`src/rtl/pipeline_ctrl_pkg.sv`:
```
// Shared types for the RV32I pipeline controller: FSM state encoding and the
// per-cycle control bundle driven onto the stage latches.
package pipeline_ctrl_pkg;

    localparam int unsigned XLEN      = 32;
    localparam int unsigned REG_IDX_W = 5;

    typedef enum logic [1:0] {
        RUN      = 2'd0,
        DRAIN    = 2'd1,
        REDIRECT = 2'd2
    } pipe_ctrl_state_t;

    typedef struct packed {
        logic load_pc;
        logic load_if_id;
        logic load_id_ex;
        logic load_ex_mem;
        logic load_mem_wb;
        logic kill_if_id;
        logic kill_id_ex;
        logic redirect_valid;
    } pipe_ctrl_t;

    // Uniform bundle: every load set to 'load', both kills to 'kill', no redirect.
    function automatic pipe_ctrl_t ctrl_uniform(input logic load, input logic kill);
        pipe_ctrl_t c;
        c.load_pc        = load;
        c.load_if_id     = load;
        c.load_id_ex     = load;
        c.load_ex_mem    = load;
        c.load_mem_wb    = load;
        c.kill_if_id     = kill;
        c.kill_id_ex     = kill;
        c.redirect_valid = 1'b0;
        return c;
    endfunction

endpackage

```
`src/rtl/pipeline_ctrl_hazard_detect.sv`:
```
// Load-use hazard compare between the ID consumer and the EX load.
module hazard_detect
    import pipeline_ctrl_pkg::*;
(
    input  logic                 id_valid_i,
    input  logic                 id_uses_rs1_i,
    input  logic                 id_uses_rs2_i,
    input  logic [REG_IDX_W-1:0] id_rs1_i,
    input  logic [REG_IDX_W-1:0] id_rs2_i,
    input  logic                 ex_valid_i,
    input  logic                 ex_mem_read_i,
    input  logic [REG_IDX_W-1:0] ex_rd_i,
    output logic                 loaduse_o
);

    logic rs1_hit;
    logic rs2_hit;

    assign rs1_hit = id_uses_rs1_i && (id_rs1_i == ex_rd_i);
    assign rs2_hit = id_uses_rs2_i && (id_rs2_i == ex_rd_i);

    // x0 is never a real producer, so a load to x0 never stalls.
    assign loaduse_o = ex_valid_i && ex_mem_read_i && (ex_rd_i != REG_IDX_W'(0))
                       && id_valid_i && (rs1_hit || rs2_hit);

endmodule

```
`src/rtl/pipeline_ctrl.sv`:
```
// Stage-latch load/kill and PC redirect control for the RV32I pipeline.
// Optional performance counters are built when PIPE_CTRL_PERF_EN is defined.
module pipeline_ctrl
    import pipeline_ctrl_pkg::*;
(
    input  logic                 clk,
    input  logic                 rst,
    input  logic                 imem_read,
    input  logic                 imem_resp,
    input  logic                 dmem_req,
    input  logic                 dmem_resp,
    input  logic                 id_valid,
    input  logic                 id_uses_rs1,
    input  logic                 id_uses_rs2,
    input  logic [REG_IDX_W-1:0] id_rs1,
    input  logic [REG_IDX_W-1:0] id_rs2,
    input  logic                 ex_valid,
    input  logic                 ex_mem_read,
    input  logic [REG_IDX_W-1:0] ex_rd,
    input  logic                 ex_mispredict,
    input  logic [XLEN-1:0]      ex_target,
    output logic                 load_pc,
    output logic                 load_if_id,
    output logic                 load_id_ex,
    output logic                 load_ex_mem,
    output logic                 load_mem_wb,
    output logic                 kill_if_id,
    output logic                 kill_id_ex,
    output logic                 redirect_valid,
    output logic [XLEN-1:0]      redirect_pc
`ifdef PIPE_CTRL_PERF_EN
    ,
    output logic [XLEN-1:0]      perf_dstall,
    output logic [XLEN-1:0]      perf_istall,
    output logic [XLEN-1:0]      perf_loaduse,
    output logic [XLEN-1:0]      perf_mispredict
`endif
);

    pipe_ctrl_state_t state_q, state_d;
    logic [XLEN-1:0]  tgt_q, tgt_d;
    pipe_ctrl_t       ctl;
    logic [XLEN-1:0]  redirect_pc_c;
    logic             dstall;
    logic             istall;
    logic             loaduse;

    assign dstall = dmem_req && !dmem_resp;
    assign istall = imem_read && !imem_resp;

    hazard_detect u_hazard_detect (
        .id_valid_i    (id_valid),
        .id_uses_rs1_i (id_uses_rs1),
        .id_uses_rs2_i (id_uses_rs2),
        .id_rs1_i      (id_rs1),
        .id_rs2_i      (id_rs2),
        .ex_valid_i    (ex_valid),
        .ex_mem_read_i (ex_mem_read),
        .ex_rd_i       (ex_rd),
        .loaduse_o     (loaduse)
    );

    // State and pending redirect target.
    always_ff @(posedge clk) begin
        if (rst) begin
            state_q <= RUN;
            tgt_q   <= '0;
        end else begin
            state_q <= state_d;
            tgt_q   <= tgt_d;
        end
    end

    // Next state and latch controls; priority dstall > mispredict > loaduse > istall.
    always_comb begin
        state_d       = state_q;
        tgt_d         = tgt_q;
        ctl           = ctrl_uniform(1'b1, 1'b0);
        redirect_pc_c = '0;

        unique case (state_q)
            RUN: begin
                if (dstall) begin
                    ctl = ctrl_uniform(1'b0, 1'b0);
                end else if (ex_mispredict) begin
                    ctl.kill_if_id = 1'b1;
                    ctl.kill_id_ex = 1'b1;
                    if (istall) begin
                        ctl.load_pc = 1'b0;
                        tgt_d       = ex_target;
                        state_d     = DRAIN;
                    end else begin
                        ctl.redirect_valid = 1'b1;
                        redirect_pc_c      = ex_target;
                    end
                end else if (loaduse) begin
                    ctl.load_pc    = 1'b0;
                    ctl.load_if_id = 1'b0;
                    ctl.kill_id_ex = 1'b1;
                end else if (istall) begin
                    ctl.load_pc    = 1'b0;
                    ctl.kill_if_id = 1'b1;
                end
            end

            DRAIN, REDIRECT: begin
                // Wrong-path fetch keeps being squashed until the target is issued.
                if (dstall) begin
                    ctl = ctrl_uniform(1'b0, 1'b0);
                    if (state_q == DRAIN && imem_resp) begin
                        state_d = REDIRECT;
                    end
                end else if (state_q == REDIRECT || imem_resp) begin
                    ctl.redirect_valid = 1'b1;
                    redirect_pc_c      = tgt_q;
                    state_d            = RUN;
                end else begin
                    ctl.load_pc = 1'b0;
                end
                ctl.kill_if_id = 1'b1;
            end

            default: begin
                state_d = RUN;
            end
        endcase

        if (rst) begin
            ctl           = ctrl_uniform(1'b0, 1'b1);
            redirect_pc_c = '0;
        end
    end

    assign load_pc        = ctl.load_pc;
    assign load_if_id     = ctl.load_if_id;
    assign load_id_ex     = ctl.load_id_ex;
    assign load_ex_mem    = ctl.load_ex_mem;
    assign load_mem_wb    = ctl.load_mem_wb;
    assign kill_if_id     = ctl.kill_if_id;
    assign kill_id_ex     = ctl.kill_id_ex;
    assign redirect_valid = ctl.redirect_valid;
    assign redirect_pc    = redirect_pc_c;

`ifdef PIPE_CTRL_PERF_EN
    logic in_run;
    logic win_dstall;
    logic win_istall;
    logic win_loaduse;
    logic win_mispredict;
    logic [XLEN-1:0] perf_dstall_q, perf_istall_q, perf_loaduse_q, perf_mispredict_q;

    assign in_run         = (state_q == RUN);
    assign win_dstall     = dstall;
    assign win_mispredict = in_run && !dstall && ex_mispredict;
    assign win_loaduse    = in_run && !dstall && !ex_mispredict && loaduse;
    assign win_istall     = !dstall && (!in_run || (!ex_mispredict && !loaduse && istall));

    // Saturating event counters.
    always_ff @(posedge clk) begin
        if (rst) begin
            perf_dstall_q     <= '0;
            perf_istall_q     <= '0;
            perf_loaduse_q    <= '0;
            perf_mispredict_q <= '0;
        end else begin
            if (win_dstall && perf_dstall_q != '1)         perf_dstall_q     <= perf_dstall_q + XLEN'(1);
            if (win_istall && perf_istall_q != '1)         perf_istall_q     <= perf_istall_q + XLEN'(1);
            if (win_loaduse && perf_loaduse_q != '1)       perf_loaduse_q    <= perf_loaduse_q + XLEN'(1);
            if (win_mispredict && perf_mispredict_q != '1) perf_mispredict_q <= perf_mispredict_q + XLEN'(1);
        end
    end

    assign perf_dstall     = perf_dstall_q;
    assign perf_istall     = perf_istall_q;
    assign perf_loaduse    = perf_loaduse_q;
    assign perf_mispredict = perf_mispredict_q;
`endif

endmodule

```
`config.mk`:
```
export PLATFORM = sky130hd
export DESIGN_NAME = pipeline_ctrl
export DESIGN_NICKNAME = d
export VERILOG_FILES = /design/src/rtl/pipeline_ctrl_pkg.sv /design/src/rtl/pipeline_ctrl_hazard_detect.sv /design/src/rtl/pipeline_ctrl.sv
export SDC_FILE = /design/constraint.sdc
export NUM_CORES = 1
export LEC_CHECK = 0
export ABC_AREA = 1
export CORE_UTILIZATION = 39
export DETAILED_ROUTE_END_ITERATION = 7
export PLACE_DENSITY = 0.78
export SYNTH_ARGS = -nofsm -noshare
export SYNTH_HDL_FRONTEND = slang
export SYNTH_SLANG_ARGS = --single-unit
```
`constraint.sdc`:
```
create_clock -name clk -period 1.3 [get_ports clk]
set_input_delay 0.13 -clock clk [delete_from_list [all_inputs] [get_ports clk]]
set_output_delay 0.13 -clock clk [all_outputs]
set_load 0.01 [all_outputs]
```
# [After elaboration in Yosys (flattened, before gate mapping)]
# Cells that the tools add are included.
[totals] regBits=34 latch_bits=0 mem_bits_rw=0 rom_bits=0 input_bits=59 out_inout_bits=40 mem_count=0
[classes] addsub=0 multipliers=0 div_mod_pow=0 magnitude_cmp=0 n_eq_ne=9 shifts=0 mux=32 bitwise=1 n_reduce_logical=18
[ops] op="$mux W32" count=6
[ops] op="$pmux W32 S2" count=1
[ops] op="$mux W2" count=8
[ops] op="$pmux W8 S2" count=1
[ops] op="$mux W1" count=11
[ops] op="$eq A5 B5 Y1" count=2
[ops] op="$logic_and A1 B1 Y1" count=9
[ops] op="$mux W8" count=1
[ops] op="$mux W3" count=2
[ops] op="$mux W6" count=1
[ops] op="$ne A2 B2 Y1 const B" count=3
[ops] op="$ne A3 B3 Y1 const B" count=2
[ops] op="$reduce_and A5 Y1" count=1
[ops] op="$reduce_bool A5 Y1" count=1
[ops] op="$pmux W2 S2" count=1
[ops] op="$reduce_and A4 Y1" count=1
[ops] op="$eq A2 B1 Y1 const B" count=1
[ops] op="$eq A2 B2 Y1 const B" count=1
[ops] op="$logic_not A1 Y1" count=2
[ops] op="$logic_not A2 Y1" count=1
[ops] op="$logic_or A1 B1 Y1" count=2
[ops] op="$reduce_or A2 Y1" count=1
[ops] op="$not A1 Y1" count=1

# [Logic depth before layout (Yosys ltp)]
# Gate-level depths: netlist of the first run.
[depth] word_depth=9 depth_mapped=11 depth_no_buf=11

# [Modules after synthesis]
# From an unflattened synthesis of the first run, not the netlist that was laid out.
[hier_totals] cells_unflattened=369 area_unflattened_um2=2328.5
[by_module_without_submodules] module="pipeline_ctrl" instances=1 cells_per_inst=313 area_each_um2=2103.3
[by_module_without_submodules] module="hazard_detect" instances=1 cells_per_inst=56 area_each_um2=225.2

# [Worst setup path before layout of the first run]
# Ideal clock, no wire load.
[synth_path] kind="reg2out" startpoint="register state_q[0]" endpoint="output redirect_pc[10]" arrival_time_ps=1474 path_slack_ps=-304 stages_incl_launch_ff=7 cell_sequence="dfxtp_1 inv_1 ha_1 buf_2 clkbuf_1 nand4_1 a21oi_1"
[synth_between] elab_chain_len=6
[synth_lines] element="start, declared" line_no="pipeline_ctrl.sv:40" source="pipe_ctrl_state_t state_q, state_d;"
[synth_lines] element="start signal, assigned" line_no="pipeline_ctrl.sv:69" source="state_q <= state_d;"
[synth_lines] element="$eq A2 B2 Y1" line_no="pipeline_ctrl.sv:81, pipeline_ctrl.sv:113"
[synth_lines] element="$logic_or A1 B1 Y1" line_no="pipeline_ctrl.sv:113" source="end else if (state_q == REDIRECT || imem_resp) begin"
[synth_lines] element="$mux W32" line_no="pipeline_ctrl.sv:113"
[synth_lines] element="$mux W32" line_no="pipeline_ctrl.sv:108" source="if (dstall) begin"
[synth_lines] element="$pmux W32 S2 *" line_no="pipeline_ctrl.sv:81" source="unique case (state_q)"
[synth_lines] element="$mux W32 *" line_no="pipeline_ctrl.sv:128" source="if (rst) begin"
[synth_lines] element="end, declared" line_no="pipeline_ctrl.sv:30" source="output logic [XLEN-1:0] redirect_pc"
# Mark *: on every way between the ends. The rest lies on a longest branch, timed or not.

# [Final worst setup path of the first run]
[layout_path] startpoint="register state_q[1]" endpoint="output redirect_pc[23]"
# Same word-level chain as after synthesis.

==> results of run 1 <==
cells in the mapped netlist, types with 4 or more instances:
cell and count:
a21oi_1 36, inv_1 26, nand3_1 39, nand2_1 44, nor2_1 79, buf_2 15, clkbuf_1 11, o21ai_0 35
nand4_1 33, ha_1 4, dfxtp_1 34
worst max-delay path, delay by kind of cell, from the launching register on:
kind	cells	cell delay, ps
DFF	1	350
adders and majority gates	1	330
and+or+nand+nor	1	150
buffers and inverters	4	430
AOI/OAI and AO/OA	1	150
path summary, 6_finish.rpt:
path | from | to | slack (ps) | depth (start not counted)
hold / removal | ex_target[13] | tgt_q[13]$_SDFFE_PP0P_ | 470 | 3
setup / recovery | state_q[1]$_SDFFE_PP0P_ | redirect_pc[23] | -530 | 7
setup reg to reg | state_q[0]$_SDFFE_PP0P_ | state_q[1]$_SDFFE_PP0P_ | -440 | 9
hold reg to reg | tgt_q[0]$_SDFFE_PP0P_ | tgt_q[0]$_SDFFE_PP0P_ | 530 | 2
metrics by stage:
| step | cell area [um^2] | TNS (ps) |
|---|---|---|
| 6_report | 4460 | -28280 |
| 5_1_grt | 4460 | -32320 |
| 4_1_cts | 4220 | -23900 |
| 3_5_place_dp | 3780 | -38970 |
| 3_3_place_gp | 3780 | -38210 |
| 2_1_floorplan | 2480 | -1530 |
cell type report:
cell class / instances / area share, %
inverter: 29 / 2.89
timing repair buffer: 164 / 35.6
sequential: 34 / 15.3
multi-input combinational: 279 / 41.7
clock inverter: 1 / 0.674
tap: 72 / 2.02
clock buffer: 6 / 1.85
metal layers:
layer / GRT usage [%] / routed length (um) / vias up
met5: 0 / 0 / -
met3: 5.63 / 818 / 30
li1: - / - / 1541
met4: 13.3 / 274 / 0
met2: 55.0 / 5200 / 195
met1: 32.1 / 3770 / 1578
logic make-up after synthesis:
family          count (synthesis)  synth area share (%)
fa+ha+maj                       4                  2.17
simple gates                  200                  39.5
buf+inv                        60                  11.9
compound gates                 75                  16.9
flops                          34                  29.5
registers in the layout (all words and copies together) (netlist names):
signal / cells
state_q: 2
tgt_q: 32
power groups by stage:
stage	sequential [mW]	combinational, mW	clock (mW)
3_3_place_gp	1.25	2.91	0
3_5_place_dp	1.26	2.98	0
2_1_floorplan	1.25	1.55	0
5_1_grt	1.25	4.31	1.06
4_1_cts	1.23	3.51	1.01
6_report	1.24	4.09	1.01
repair_timing:
item	CTS	global route
pin swaps	28	48
buffers inserted	12	4
endpoints found under the setup margin	74	74
gates resized for setup	258	50
endpoints found under the hold margin	0	0
gates cloned	6	2
==> flow_summary.yaml, run 1 <==
drt:
  firstDrtPassIters: 5
  num_vias: 3344
  wl_per_cell_um: 17.2
  drt_iter0_drc: 159
  drt-total-wl_mm: 10.1
  ant_nets: 0
  avgViaCountPerCell: 5.72
  drc: 0
pwr:
  comb_power_share_pct: 64.4
  sw_frac_of_total_pct: 40.5
  vdd_ir_drop_max_mv: 0.949
  power_leakage_nw: 1.95
  p_per_area_nw_per_um2: 1420
  power_frac_seq_pct: 19.6
  p_int_mw: 3.78
  finalPower_mw: 6.34
  pwr-share-clk_pct: 16.0
  p_sw_mw: 2.57
die:
  num_rows: 27
  initial_core_util_pct: 41.1
  design.core.area_um2: 5610
  die_h_um: 78.9
  ios: 99
  fp.dieArea_um2: 6220
  die_x_um: 78.9
logic_synthesis:
  netlist_top_cells_area: "dfxtp_1 30%, nor2_1 13%, nand4_1 9.0%"
  synth_nets: 436
  yosysTopAreaCellShare_pct: 29.5
  seq_area_frac_synth_pct: 29.5
  ys.flop_type: "dfxtp_1"
  yosys.area.top_type: "dfxtp_1"
  avgSynthCellArea_um2: 6.18
  synth_cell_types: 23
  synth_cells: 373
  synth_edf_count: 0
  yosysWarnings: 0
  ys_seq_elements: 34
  async_flop_share_pct: 0
  synthesis.area_um2: 2310
setup_path:
  start_kind: "register"
  critical-path-slowest-cell: "dfxtp_2"
  path_max_fanout: 11
  cp.arrival_ps: 1700
  worstPathRequired_ps: 1170
  end_kind: "primary output"
  cp_cell_sequence: "inv_2 -> ha_4 -> buf_6 -> buf_12 -> nand4_1 -> a21oi_2 -> buf_2"
  path_class: "register to primary output"
  cp_slowest_stage_delay_ps: 350
clocking:
  h-tree-depth: 2
  cts-root-buf: "clkbuf_8"
  cts_tree: "done"
  clkLatencyLatePin_ps: 280
  cts.path.max_buffers: 2
  cts.clk_slew.worst_paths_ps: 70
  hold_buffers: 0
  cts_buffers: 5
  clkSinkCount: 34
timing:
  max_freq_ghz: 0.546
  clock_skew_ps: 2.15
  slew_viol_final: 0
  finalCriticalPeriod_ps: 1830
  fin_ws_ps: -533
  hold_viol: 0
  setup_viol: 74
  fin_crit_sh_pct: 141
  hold_ws_ps: 466
  grt_setup_unrepaired: "yes"
  worstMarginPinSlew_ps: 370
  relSlewSlack_pct: 75.2
final_layout:
  layout_commonest_cell: "clkdlybuf4s50_1"
  final-seq-area_um2: 683
  final_cell_mix: "44 x clkdlybuf4s50_1, 39 x nand2_1, 39 x nor2_1"
  antenna_cells: 0
  fill_cells: 357
  layout-drive-gt1-share_pct: 42.9
  area_delta_synth_final_pct: 93.3
  nets: 576
  stdcell_count: 585
  multi_input_area_um2: 1860
  fin_util_pct: 79.5
placement:
  dp.final_hpwl_mm: 5.51
  place_inst: 555
  dp_slack_ps: -777
  port_buffers: 98
  routabilityCongestion: 0.827
status:
  failed_checks: "setup timing"
  outcome: "finished, violations left"
grt:
  grt_max_degree: 35
  grt_antenna_before_repair: 0
  track_usage_pct: 29.5
  grt_overflow: 0
  grt_pass1_wl_mm: 14.4
  grt_pass1_vias: 3199
flow_run:
  cap_viol_max_count: 0
hold_path:
  hp-class: "input pin to register"
Power figures use the tool's default switching activity.
==> run 2: changes to the inputs <==
CORE_UTILIZATION = 30   (was 39)
PLACE_DENSITY = not set   (was 0.78)
==> flow_summary.yaml, run 2 (same netlist as run 1, synthesis figures left out) <==
clocking:
  cts_buffers: 5
  clkSinkCount: 34
  cts-root-buf: "clkbuf_8"
  cts.path.max_buffers: 2
  cts_tree: "done"
  hold_buffers: 0
  cts.clk_slew.worst_paths_ps: 80
  clkLatencyLatePin_ps: 300
  h-tree-depth: 2
placement:
  place_inst: 595
  dp.final_hpwl_mm: 5.64
  routabilityCongestion: 0.786
  port_buffers: 98
  dp_slack_ps: -811
grt:
  grt_pass1_vias: 2945
  grt_pass1_wl_mm: 14.3
  grt_antenna_before_repair: 0
  grt_max_degree: 35
  grt_overflow: 0
  track_usage_pct: 23.3
timing:
  fin_crit_sh_pct: 145
  setup_viol: 74
  grt_setup_unrepaired: "yes"
  fin_ws_ps: -581
  hold_viol: 0
  hold_ws_ps: 453
  max_freq_ghz: 0.532
  worstMarginPinSlew_ps: 553
  slew_viol_final: 0
  clock_skew_ps: 6.93
  tns_ps: -33900
  relSlewSlack_pct: 63.1
  finalCriticalPeriod_ps: 1880
die:
  fp.dieArea_um2: 8040
  die_x_um: 89.7
  design.core.area_um2: 7330
  ios: 99
  num_rows: 31
  die_h_um: 89.7
  initial_core_util_pct: 31.5
setup_path:
  cp_slowest_stage_delay_ps: 340
  reg2reg_slack_ps: -500
  critical-path-slowest-cell: "dfxtp_2"
  end_kind: "primary output"
  reg2reg_to: "state_q[1]$_SDFFE_PP0P_"
  r2r-start: "state_q[1]$_SDFFE_PP0P_"
  path_max_fanout: 7
  reg2reg_depth: 11
  path_class: "register to primary output"
  worstPathRequired_ps: 1170
  startpoint: "state_q[0]$_SDFFE_PP0P_"
  start_kind: "register"
  endpoint: "redirect_pc[23]"
  cp_cell_sequence: "inv_2 -> ha_2 -> or2_4 -> buf_12 -> clkbuf_16 -> nand4_1 -> a21oi_2 -> buf_2"
  cp.arrival_ps: 1750
drt:
  num_vias: 3231
  drt-total-wl_mm: 10.1
  firstDrtPassIters: 4
  drt_iter0_drc: 133
  avgViaCountPerCell: 5.13
  ant_nets: 0
  wl_per_cell_um: 16.0
  drc: 0
pwr:
  power_leakage_nw: 2.05
  vdd_ir_drop_max_mv: 0.932
  p_per_area_nw_per_um2: 1410
final_layout:
  reg.largest.list: "tgt_q x32, state_q x2"
  antenna_cells: 0
  largest_reg_flops: 32
  area_delta_synth_final_pct: 113
  stdcell_count: 630
  layout-drive-gt1-share_pct: 50.1
  layout_commonest_cell: "clkdlybuf4s50_1"
  final_cell_mix: "52 x clkdlybuf4s50_1, 42 x nor2_1, 39 x buf_2"
  regMostFlops: "tgt_q"
  nets: 593
status:
  outcome: "finished, violations left"
  failed_checks: "setup timing"
flow_run:
  cap_viol_max_count: 0
hold_path:
  hp-class: "input pin to register"
==> run 2: metal layers <==
layer  vias up  share of wire, %  GRT usage (%)
met5         -                 0              0
met4         0               1.6           7.79
met3        16               5.6           3.20
met2       113                50           40.3
met1      1522                43           29.7
li1       1580                 -              -
==> run 2: cell type report <==
cell class              instances  area, um^2
fillers                       596        2420
multi-input cells             279        1960
repair buffers                181        1910
flip-flops and latches         34         686
inverters                      29         124
well taps                      99         124
clock buffers                   6        82.6
clock inverters                 2        12.5
==> run 2: worst max-delay path: cells and delay by family, from the launching register on <==
family | cells | cell delay, ps
flops | 1 | 340
simple gates | 2 | 390
compound gates | 1 | 60
buf+inv | 4 | 490
fa+ha+maj | 1 | 180
==> run 2: worst min path at each step <==
stage / from / end / slack, ps / depth (start not counted)
detailed placement: tgt_q[30]$_SDFFE_PP0P_ / tgt_q[30]$_SDFFE_PP0P_ / 500 / 2
CTS: ex_target[24] / tgt_q[24]$_SDFFE_PP0P_ / 460 / 3
floorplan: ex_target[13] / tgt_q[13]$_SDFFE_PP0P_ / 260 / 2
global placement: tgt_q[3]$_SDFFE_PP0P_ / tgt_q[3]$_SDFFE_PP0P_ / 490 / 2
finish: ex_target[14] / tgt_q[14]$_SDFFE_PP0P_ / 450 / 3
global route: ex_target[17] / tgt_q[17]$_SDFFE_PP0P_ / 470 / 3
==> run 2: power breakdown <==
| group | leakage (nW) | internal, mW | switching, mW | total, mW |
|---|---|---|---|---|
| Combinational | 1.72 | 2.57 | 2.20 | 4.78 |
| Clock | 0.0472 | 0.426 | 0.436 | 0.863 |
| Sequential | 0.278 | 1.17 | 0.105 | 1.28 |
| Total | 2.05 | 4.17 | 2.75 | 6.92 |
==> run 2: what timing repair did <==
item / CTS / global route
gates resized for setup: 276 / 90
pin swaps: 49 / 57
endpoints found under the setup margin: 74 / 74
endpoints found under the hold margin: 0 / 0
gates cloned: 9 / 6
setup buffers: 12 / 5
==> run 2: metrics by stage <==
stage          utilization [%]  cell area (um^2)  power, mW
6_report                  66.9              4910       6.92
5_1_grt                   66.9              4910       7.23
4_1_cts                   61.7              4520       5.97
3_5_place_dp              53.9              3950       4.29
3_3_place_gp              53.9              3950       4.26
2_1_floorplan                -              2480       2.80
